**config.mk**
```make
export PLATFORM = sky130hd
export DESIGN_NAME = seq_control_unit
export DESIGN_NICKNAME = d
export VERILOG_FILES = /design/src/rtl/cu_pkg.sv /design/src/rtl/cu_decoder.sv /design/src/rtl/seq_control_unit.sv
export SDC_FILE = /design/constraint.sdc
export NUM_CORES = 1
export LEC_CHECK = 0
export CAP_MARGIN = 20
export CORE_MARGIN = 4
export CORE_UTILIZATION = 55
export CTS_BUF_LIST = sky130_fd_sc_hd__clkbuf_4 sky130_fd_sc_hd__clkbuf_8
export DETAILED_ROUTE_END_ITERATION = 16
export DONT_BUFFER_PORTS = 1
export MAX_ROUTING_LAYER = met4
export PLACE_DENSITY = 0.74
export SLEW_MARGIN = 10
export SYNTH_ARGS = -nofsm -noshare
export SYNTH_HDL_FRONTEND = slang
export SYNTH_SLANG_ARGS = --single-unit
```
**constraint.sdc**
```tcl
create_clock -name clk -period 2.8 [get_ports clk]
set_input_delay 0.56 -clock clk [delete_from_list [all_inputs] [get_ports clk]]
set_output_delay 0.56 -clock clk [all_outputs]
set_load 0.01 [all_outputs]
```
**src/rtl/cu_pkg.sv**
```systemverilog
// rtl/cu_pkg.sv - shared state, opcode and o_op encodings for the sequencing control unit
package cu_pkg;

  typedef enum logic [2:0] {
    ST_IDLE, ST_FETCH, ST_DECODE, ST_INDIRECT, ST_OPER, ST_EXEC, ST_WRITE, ST_DONE
  } state_e;

  typedef enum logic [2:0] {
    CLS_NOP, CLS_ADD, CLS_LDA, CLS_STA, CLS_BUN, CLS_ISZ, CLS_REG
  } op_class_e;

  localparam logic [2:0] OPC_ADD = 3'd1;
  localparam logic [2:0] OPC_LDA = 3'd2;
  localparam logic [2:0] OPC_STA = 3'd3;
  localparam logic [2:0] OPC_BUN = 3'd4;
  localparam logic [2:0] OPC_ISZ = 3'd6;
  localparam logic [2:0] OPC_REG = 3'd7;

  localparam int OP_ADD    = 0;
  localparam int OP_LOAD   = 1;
  localparam int OP_STORE  = 2;
  localparam int OP_BRANCH = 3;
  localparam int OP_ISZ    = 4;
  localparam int OP_REG    = 5;

  function automatic logic [5:0] op_onehot(op_class_e cls);
    logic [5:0] oh;
    oh = '0;
    case (cls)
      CLS_ADD: oh[OP_ADD]    = 1'b1;
      CLS_LDA: oh[OP_LOAD]   = 1'b1;
      CLS_STA: oh[OP_STORE]  = 1'b1;
      CLS_BUN: oh[OP_BRANCH] = 1'b1;
      CLS_ISZ: oh[OP_ISZ]    = 1'b1;
      CLS_REG: oh[OP_REG]    = 1'b1;
      default: oh = '0;
    endcase
    return oh;
  endfunction

endpackage

```
**src/rtl/cu_decoder.sv**
```systemverilog
// rtl/cu_decoder.sv - combinational split of an instruction word into class, indirect bit and address
module cu_decoder
  import cu_pkg::*;
#(
  parameter int DWIDTH = 16,
  parameter int AWIDTH = 12
) (
  input  logic [DWIDTH-1:0] ir_i,
  output op_class_e         cls_o,
  output logic              ind_o,
  output logic [AWIDTH-1:0] addr_o
);

  logic unused_ir;

  always_comb begin
    cls_o = CLS_NOP;
    case (ir_i[DWIDTH-2:DWIDTH-4])
      OPC_ADD: cls_o = CLS_ADD;
      OPC_LDA: cls_o = CLS_LDA;
      OPC_STA: cls_o = CLS_STA;
      OPC_BUN: cls_o = CLS_BUN;
      OPC_ISZ: cls_o = CLS_ISZ;
      OPC_REG: cls_o = CLS_REG;
      default: cls_o = CLS_NOP;
    endcase
  end

  assign ind_o     = ir_i[DWIDTH-1];
  assign addr_o    = ir_i[AWIDTH-1:0];
  // Bits between the address and opcode fields carry no meaning here.
  assign unused_ir = ^ir_i;

endmodule

```
**src/rtl/seq_control_unit.sv**
```systemverilog
// rtl/seq_control_unit.sv - fetch/decode/indirect/execute sequencer
// Optional memory-ack watchdog enabled by defining CU_TIMEOUT_EN.
module seq_control_unit
  import cu_pkg::*;
#(
  parameter int DWIDTH  = 16,
  parameter int AWIDTH  = 12,
  parameter int TIMEOUT = 255
) (
  input  logic              clk,
  input  logic              reset,
  input  logic              i_run,
  input  logic              i_halt,
  output logic              o_mem_req,
  output logic              o_mem_we,
  output logic [AWIDTH-1:0] o_mem_addr,
  input  logic [DWIDTH-1:0] i_mem_rdata,
  input  logic              i_mem_ack,
  output logic [DWIDTH-1:0] o_ir,
  output logic [AWIDTH-1:0] o_pc,
  output logic [5:0]        o_op,
  output logic              o_ex_start,
  input  logic              i_ex_done,
  input  logic              i_isz_skip,
  output logic              o_busy,
  output logic              o_err
);

  state_e            state_q;
  logic [AWIDTH-1:0] pc_q, ea_q, mem_addr_q;
  logic [DWIDTH-1:0] ir_q;
  logic [5:0]        op_q;
  logic              mem_req_q, mem_we_q, ex_start_q;
  logic              timeout_w;

  op_class_e         dec_cls;
  logic              dec_ind;
  logic [AWIDTH-1:0] dec_addr, pc_inc_d, ptr_d;

  cu_decoder #(.DWIDTH(DWIDTH), .AWIDTH(AWIDTH)) u_decoder (
    .ir_i   (ir_q),
    .cls_o  (dec_cls),
    .ind_o  (dec_ind),
    .addr_o (dec_addr)
  );

  assign pc_inc_d = pc_q + AWIDTH'(1);
  assign ptr_d    = i_mem_rdata[AWIDTH-1:0];

`ifdef CU_TIMEOUT_EN
  localparam int CW = $clog2(TIMEOUT + 1);
  logic [CW-1:0] to_cnt_q;
  logic          err_q;

  assign timeout_w = mem_req_q && !i_mem_ack && (to_cnt_q == CW'(TIMEOUT - 1));

  always_ff @(posedge clk or posedge reset) begin
    if (reset) begin
      to_cnt_q <= '0;
      err_q    <= 1'b0;
    end else if (timeout_w) begin
      to_cnt_q <= '0;
      err_q    <= 1'b1;
    end else if (mem_req_q && !i_mem_ack) begin
      to_cnt_q <= to_cnt_q + CW'(1);
    end else begin
      to_cnt_q <= '0;
    end
  end
  assign o_err = err_q;
`else
  assign timeout_w = 1'b0;
  // Always 0; written against TIMEOUT so the parameter stays referenced.
  assign o_err = (TIMEOUT < 0);
`endif

  // Each request state spends one cycle with o_mem_req low before raising it,
  // which guarantees the request drops for at least one cycle after every ack.
  always_ff @(posedge clk or posedge reset) begin
    if (reset) begin
      state_q    <= ST_IDLE;
      pc_q       <= '0;
      ir_q       <= '0;
      ea_q       <= '0;
      op_q       <= '0;
      mem_req_q  <= 1'b0;
      mem_we_q   <= 1'b0;
      mem_addr_q <= '0;
      ex_start_q <= 1'b0;
    end else begin
      ex_start_q <= 1'b0;
      if (timeout_w) begin
        state_q   <= ST_IDLE;
        mem_req_q <= 1'b0;
        op_q      <= '0;
      end else begin
        case (state_q)
          ST_IDLE: if (i_run && !o_err) state_q <= ST_FETCH;
          ST_FETCH: begin
            if (!mem_req_q) begin
              mem_req_q  <= 1'b1;
              mem_we_q   <= 1'b0;
              mem_addr_q <= pc_q;
            end else if (i_mem_ack) begin
              mem_req_q <= 1'b0;
              ir_q      <= i_mem_rdata;
              pc_q      <= pc_inc_d;
              state_q   <= ST_DECODE;
            end
          end
          ST_DECODE: begin
            ea_q <= dec_addr;
            op_q <= op_onehot(dec_cls);
            if (dec_cls == CLS_REG) begin
              state_q    <= ST_EXEC;
              ex_start_q <= 1'b1;
            end else if (dec_cls == CLS_NOP) begin
              state_q <= ST_DONE;
            end else if (dec_ind) begin
              state_q <= ST_INDIRECT;
            end else if (dec_cls == CLS_BUN) begin
              pc_q    <= dec_addr;
              state_q <= ST_DONE;
            end else begin
              state_q <= ST_OPER;
            end
          end
          ST_INDIRECT: begin
            if (!mem_req_q) begin
              mem_req_q  <= 1'b1;
              mem_we_q   <= 1'b0;
              mem_addr_q <= ea_q;
            end else if (i_mem_ack) begin
              mem_req_q <= 1'b0;
              ea_q      <= ptr_d;
              if (dec_cls == CLS_BUN) begin
                pc_q    <= ptr_d;
                state_q <= ST_DONE;
              end else begin
                state_q <= ST_OPER;
              end
            end
          end
          ST_OPER: begin
            if (!mem_req_q) begin
              mem_req_q  <= 1'b1;
              mem_we_q   <= (dec_cls == CLS_STA);
              mem_addr_q <= ea_q;
            end else if (i_mem_ack) begin
              mem_req_q <= 1'b0;
              if (dec_cls == CLS_STA) begin
                state_q <= ST_DONE;
              end else begin
                state_q    <= ST_EXEC;
                ex_start_q <= 1'b1;
              end
            end
          end
          ST_EXEC: begin
            // A done that coincides with the start pulse belongs to no operation.
            if (!ex_start_q && i_ex_done) begin
              if (dec_cls == CLS_ISZ) begin
                if (i_isz_skip) pc_q <= pc_inc_d;
                state_q <= ST_WRITE;
              end else begin
                state_q <= ST_DONE;
              end
            end
          end
          ST_WRITE: begin
            if (!mem_req_q) begin
              mem_req_q  <= 1'b1;
              mem_we_q   <= 1'b1;
              mem_addr_q <= ea_q;
            end else if (i_mem_ack) begin
              mem_req_q <= 1'b0;
              state_q   <= ST_DONE;
            end
          end
          ST_DONE: begin
            op_q    <= '0;
            state_q <= (i_halt || !i_run) ? ST_IDLE : ST_FETCH;
          end
          default: state_q <= ST_IDLE;
        endcase
      end
    end
  end

  assign o_mem_req  = mem_req_q;
  assign o_mem_we   = mem_we_q;
  assign o_mem_addr = mem_addr_q;
  assign o_ir       = ir_q;
  assign o_pc       = pc_q;
  assign o_op       = op_q;
  assign o_ex_start = ex_start_q;
  assign o_busy     = (state_q != ST_IDLE);

endmodule

```
==> metrics.cfg <==
[worst_setup_path]
start_kind = register
crit_type = reg2reg
end_kind = register
crit_fanout = 21
cp.arrival_ns = 2.50
required_ns = 3.03

[route]
vias = 2701
wl_um = 8270
drc = 0
first_iter_violations = 259
dr.pass1.iters = 5
ant_nets = 0
post_drt_wl_per_cell_um = 19.6
via_per_inst = 6.42

[floorplanning]
ioPinCount = 74
initial_core_util_pct = 58.2
coreArea_um2 = 6060
num_rows = 28
die_area_um2 = 7760
die_height_um = 88.1
die_width_um = 88.1

[timing]
setup_tns_ns = 0
fin_skew_ns = 0.0128
fmax_mhz = 442
setup_viol_count_final = 0
slew_headroom_pct = 52.8
fin_crit_sh_pct = 80.9
rsz0062_at_grt = false
tightest_slew_ns = 0.708
hold_viol = 0
setup_ws_ns = 0.536
finalCriticalPeriod_ns = 2.26
final_max_slew_viol_count = 0

[clock_network]
cts_setup_buffers = 0
cts_resized = 0
numCtsBuffers = 9
clock_path_buffers = 2
clkTransAtPathRegs_ns = 0.08
cts-hold-fix-buffers = 0
cts_sinks = 64
cts_tree = built
clkLatencyLatePin_ns = 0.35
h-tree-depth = 3
root_buffer = clkbuf_8

[synthesis]
yosysTopAreaCellShare_pct = 45.4
synth_flop_cell = dfrtp_1
synthArstFlopShare_pct = 100
synth_common_cells = dfrtp_1, o21ai_0, nand2_1
synthTopCellsByArea = dfrtp_1, mux2i_1, o21ai_0
syn_nets = 373
yosysUniqueCellTypes = 54
syn_area_um2 = 3530
synth_seq_cells = 64
synth_area_leader_cell = dfrtp_1
yosys_warnings = 0
synth_area_per_cell_um2 = 10.1
synth_seq_area_share_pct = 45.4
synthMostInstantiatedCell = dfrtp_1
synth_edf_count = 0
syn-instance-count = 349

[grt]
overflow = 0
grt_use_met2_pct = 30.8
grt.total_usage_pct = 22.7
top_usage_layer = met1
grt_pass1_wl_um = 12900
grt_max_degree = 65
grt_pass1_vias = 2522
use_met3_pct = 7.15
use_met1_pct = 32.3
antenna_found_initial = 0

[finish]
post-route-util_pct = 62.1
num_antenna_cells = 0
n_fill_cell = 507
final-instance-count-excl-fill = 421
seqCellArea_um2 = 1600
finalNetCount = 365
drive_above_1_share_pct = 15.6
synthToLayoutAreaGrowth_pct = 6.63
fin_area_um2 = 3760
multi_input_area_um2 = 1760

[placement]
dpl_cell_area_um2 = 3550
routabilityCongestion = 0.929
dp_cells = 405
portBuffers = 0
dpl_worst_slack_ns = 0.582
dpl.hpwl_um = 5890

[worst_hold_path]
hp-class = in2async

[pwr]
irDropWorstVdd_uv = 863
power_leakage_nw = 1.65
powerDensity_nw_per_um2 = 1310

[run_status]
status = finished, final reports clean

[flow_run]
cap_viol_max_count = 0

-- cell families (layout without fill, tap and decap cells) --
| group | after synthesis | after routing | synth area share, % |
|---|---|---|---|
| XOR/XNOR | 1 | 1 | 0.248 |
| buffers and inverters | 34 | 31 | 4.89 |
| flip-flops | 64 | 64 | 45.4 |
| adder cells (fa/ha/maj) | 1 | 1 | 0.354 |
| other | 1 | 1 | 0.106 |
| AND/OR/NAND/NOR | 94 | 94 | 14.4 |
| AO/OA/AOI/OAI | 104 | 104 | 19.8 |
| multiplexers | 50 | 50 | 14.8 |
-- flip-flops by register name, summed over array words and instances (netlist names) --
| name | count |
|---|---|
| o_ex_start | 1 |
| o_ir | 16 |
| o_mem_req | 1 |
| ea_q | 12 |
| o_mem_addr | 12 |
| o_mem_we | 1 |
| state_q | 3 |
| o_op | 6 |
| o_pc | 12 |
-- critical path, cell delays in order (launching register included) --
cell and delay, ns:
dfrtp_1 0.77, or3b_1 0.48, a221oi_4 0.39, nor2_2 0.19, o2bb2a_1 0.32
-- cells in the final DEF (no fill, tap or decap), types with 4 or more instances in the layout --
master,n
a22oi_1,4
nand2b_1,5
a211oi_1,4
o22a_1,7
nor2_1,9
nor3_1,7
a21oi_1,15
nor2b_1,6
clkbuf_8,11
dfrtp_1,64
nand3_1,4
a32oi_1,9
mux2_2,17
nand2_1,38
a31oi_1,7
mux2i_1,33
buf_4,8
inv_1,5
o21ai_0,40
-- worst paths after layout --
| check | cells after the start | from | end | slack, ns |
|---|---|---|---|---|
| min in group clk | 2 | i_mem_rdata[13] | o_ir[13]$_DFFE_PP0P_ | 0.33 |
| hold reg to reg | 2 | ea_q[8]$_DFFE_PP0P_ | ea_q[8]$_DFFE_PP0P_ | 0.49 |
| hold / removal | 2 | reset | o_mem_addr[4]$_DFFE_PP0P_ | 0.15 |
| max in group asynchronous | 2 | reset | o_op[5]$_DFFE_PP0P_ | 2.36 |
| setup / recovery | 4 | state_q[1]$_DFFE_PP0P_ | o_pc[9]$_DFFE_PP0P_ | 0.54 |
| setup reg to reg | 4 | state_q[1]$_DFFE_PP0P_ | o_pc[9]$_DFFE_PP0P_ | 0.54 |
-- cell type report --
type,instances,area share (%)
clock buffer,12,4.22
timing repair buffer,9,2.13
inverter,6,0.598
multi-input combinational,251,46.6
clock inverter,4,1.36
tap,75,2.49
sequential,64,42.6
-- layer usage --
| metal | part of all wire, % | wire length [um] |
|---|---|---|
| met1 | 46 | 3790 |
| met2 | 43 | 3580 |
| met5 | 0 | 0 |
| met3 | 9.6 | 794 |
| met4 | 1.3 | 110 |
-- metrics by stage --
step,hold WS [ns],total power [mW]
2_1_floorplan,0.450,3.62
3_3_place_gp,0.462,4.00
3_5_place_dp,0.473,4.09
4_1_cts,0.169,4.93
5_1_grt,0.186,5.29
6_report,0.149,4.93
-- power by group --
| part | leakage, nW | total, mW | switching [mW] | internal (mW) |
|---|---|---|---|---|
| sequential | 0.783 | 2.11 | 0.765 | 1.35 |
| combinational | 0.762 | 1.99 | 1.08 | 0.908 |
| clock | 0.106 | 0.830 | 0.359 | 0.471 |
Note: power is estimated with default switching activity, not from simulation.
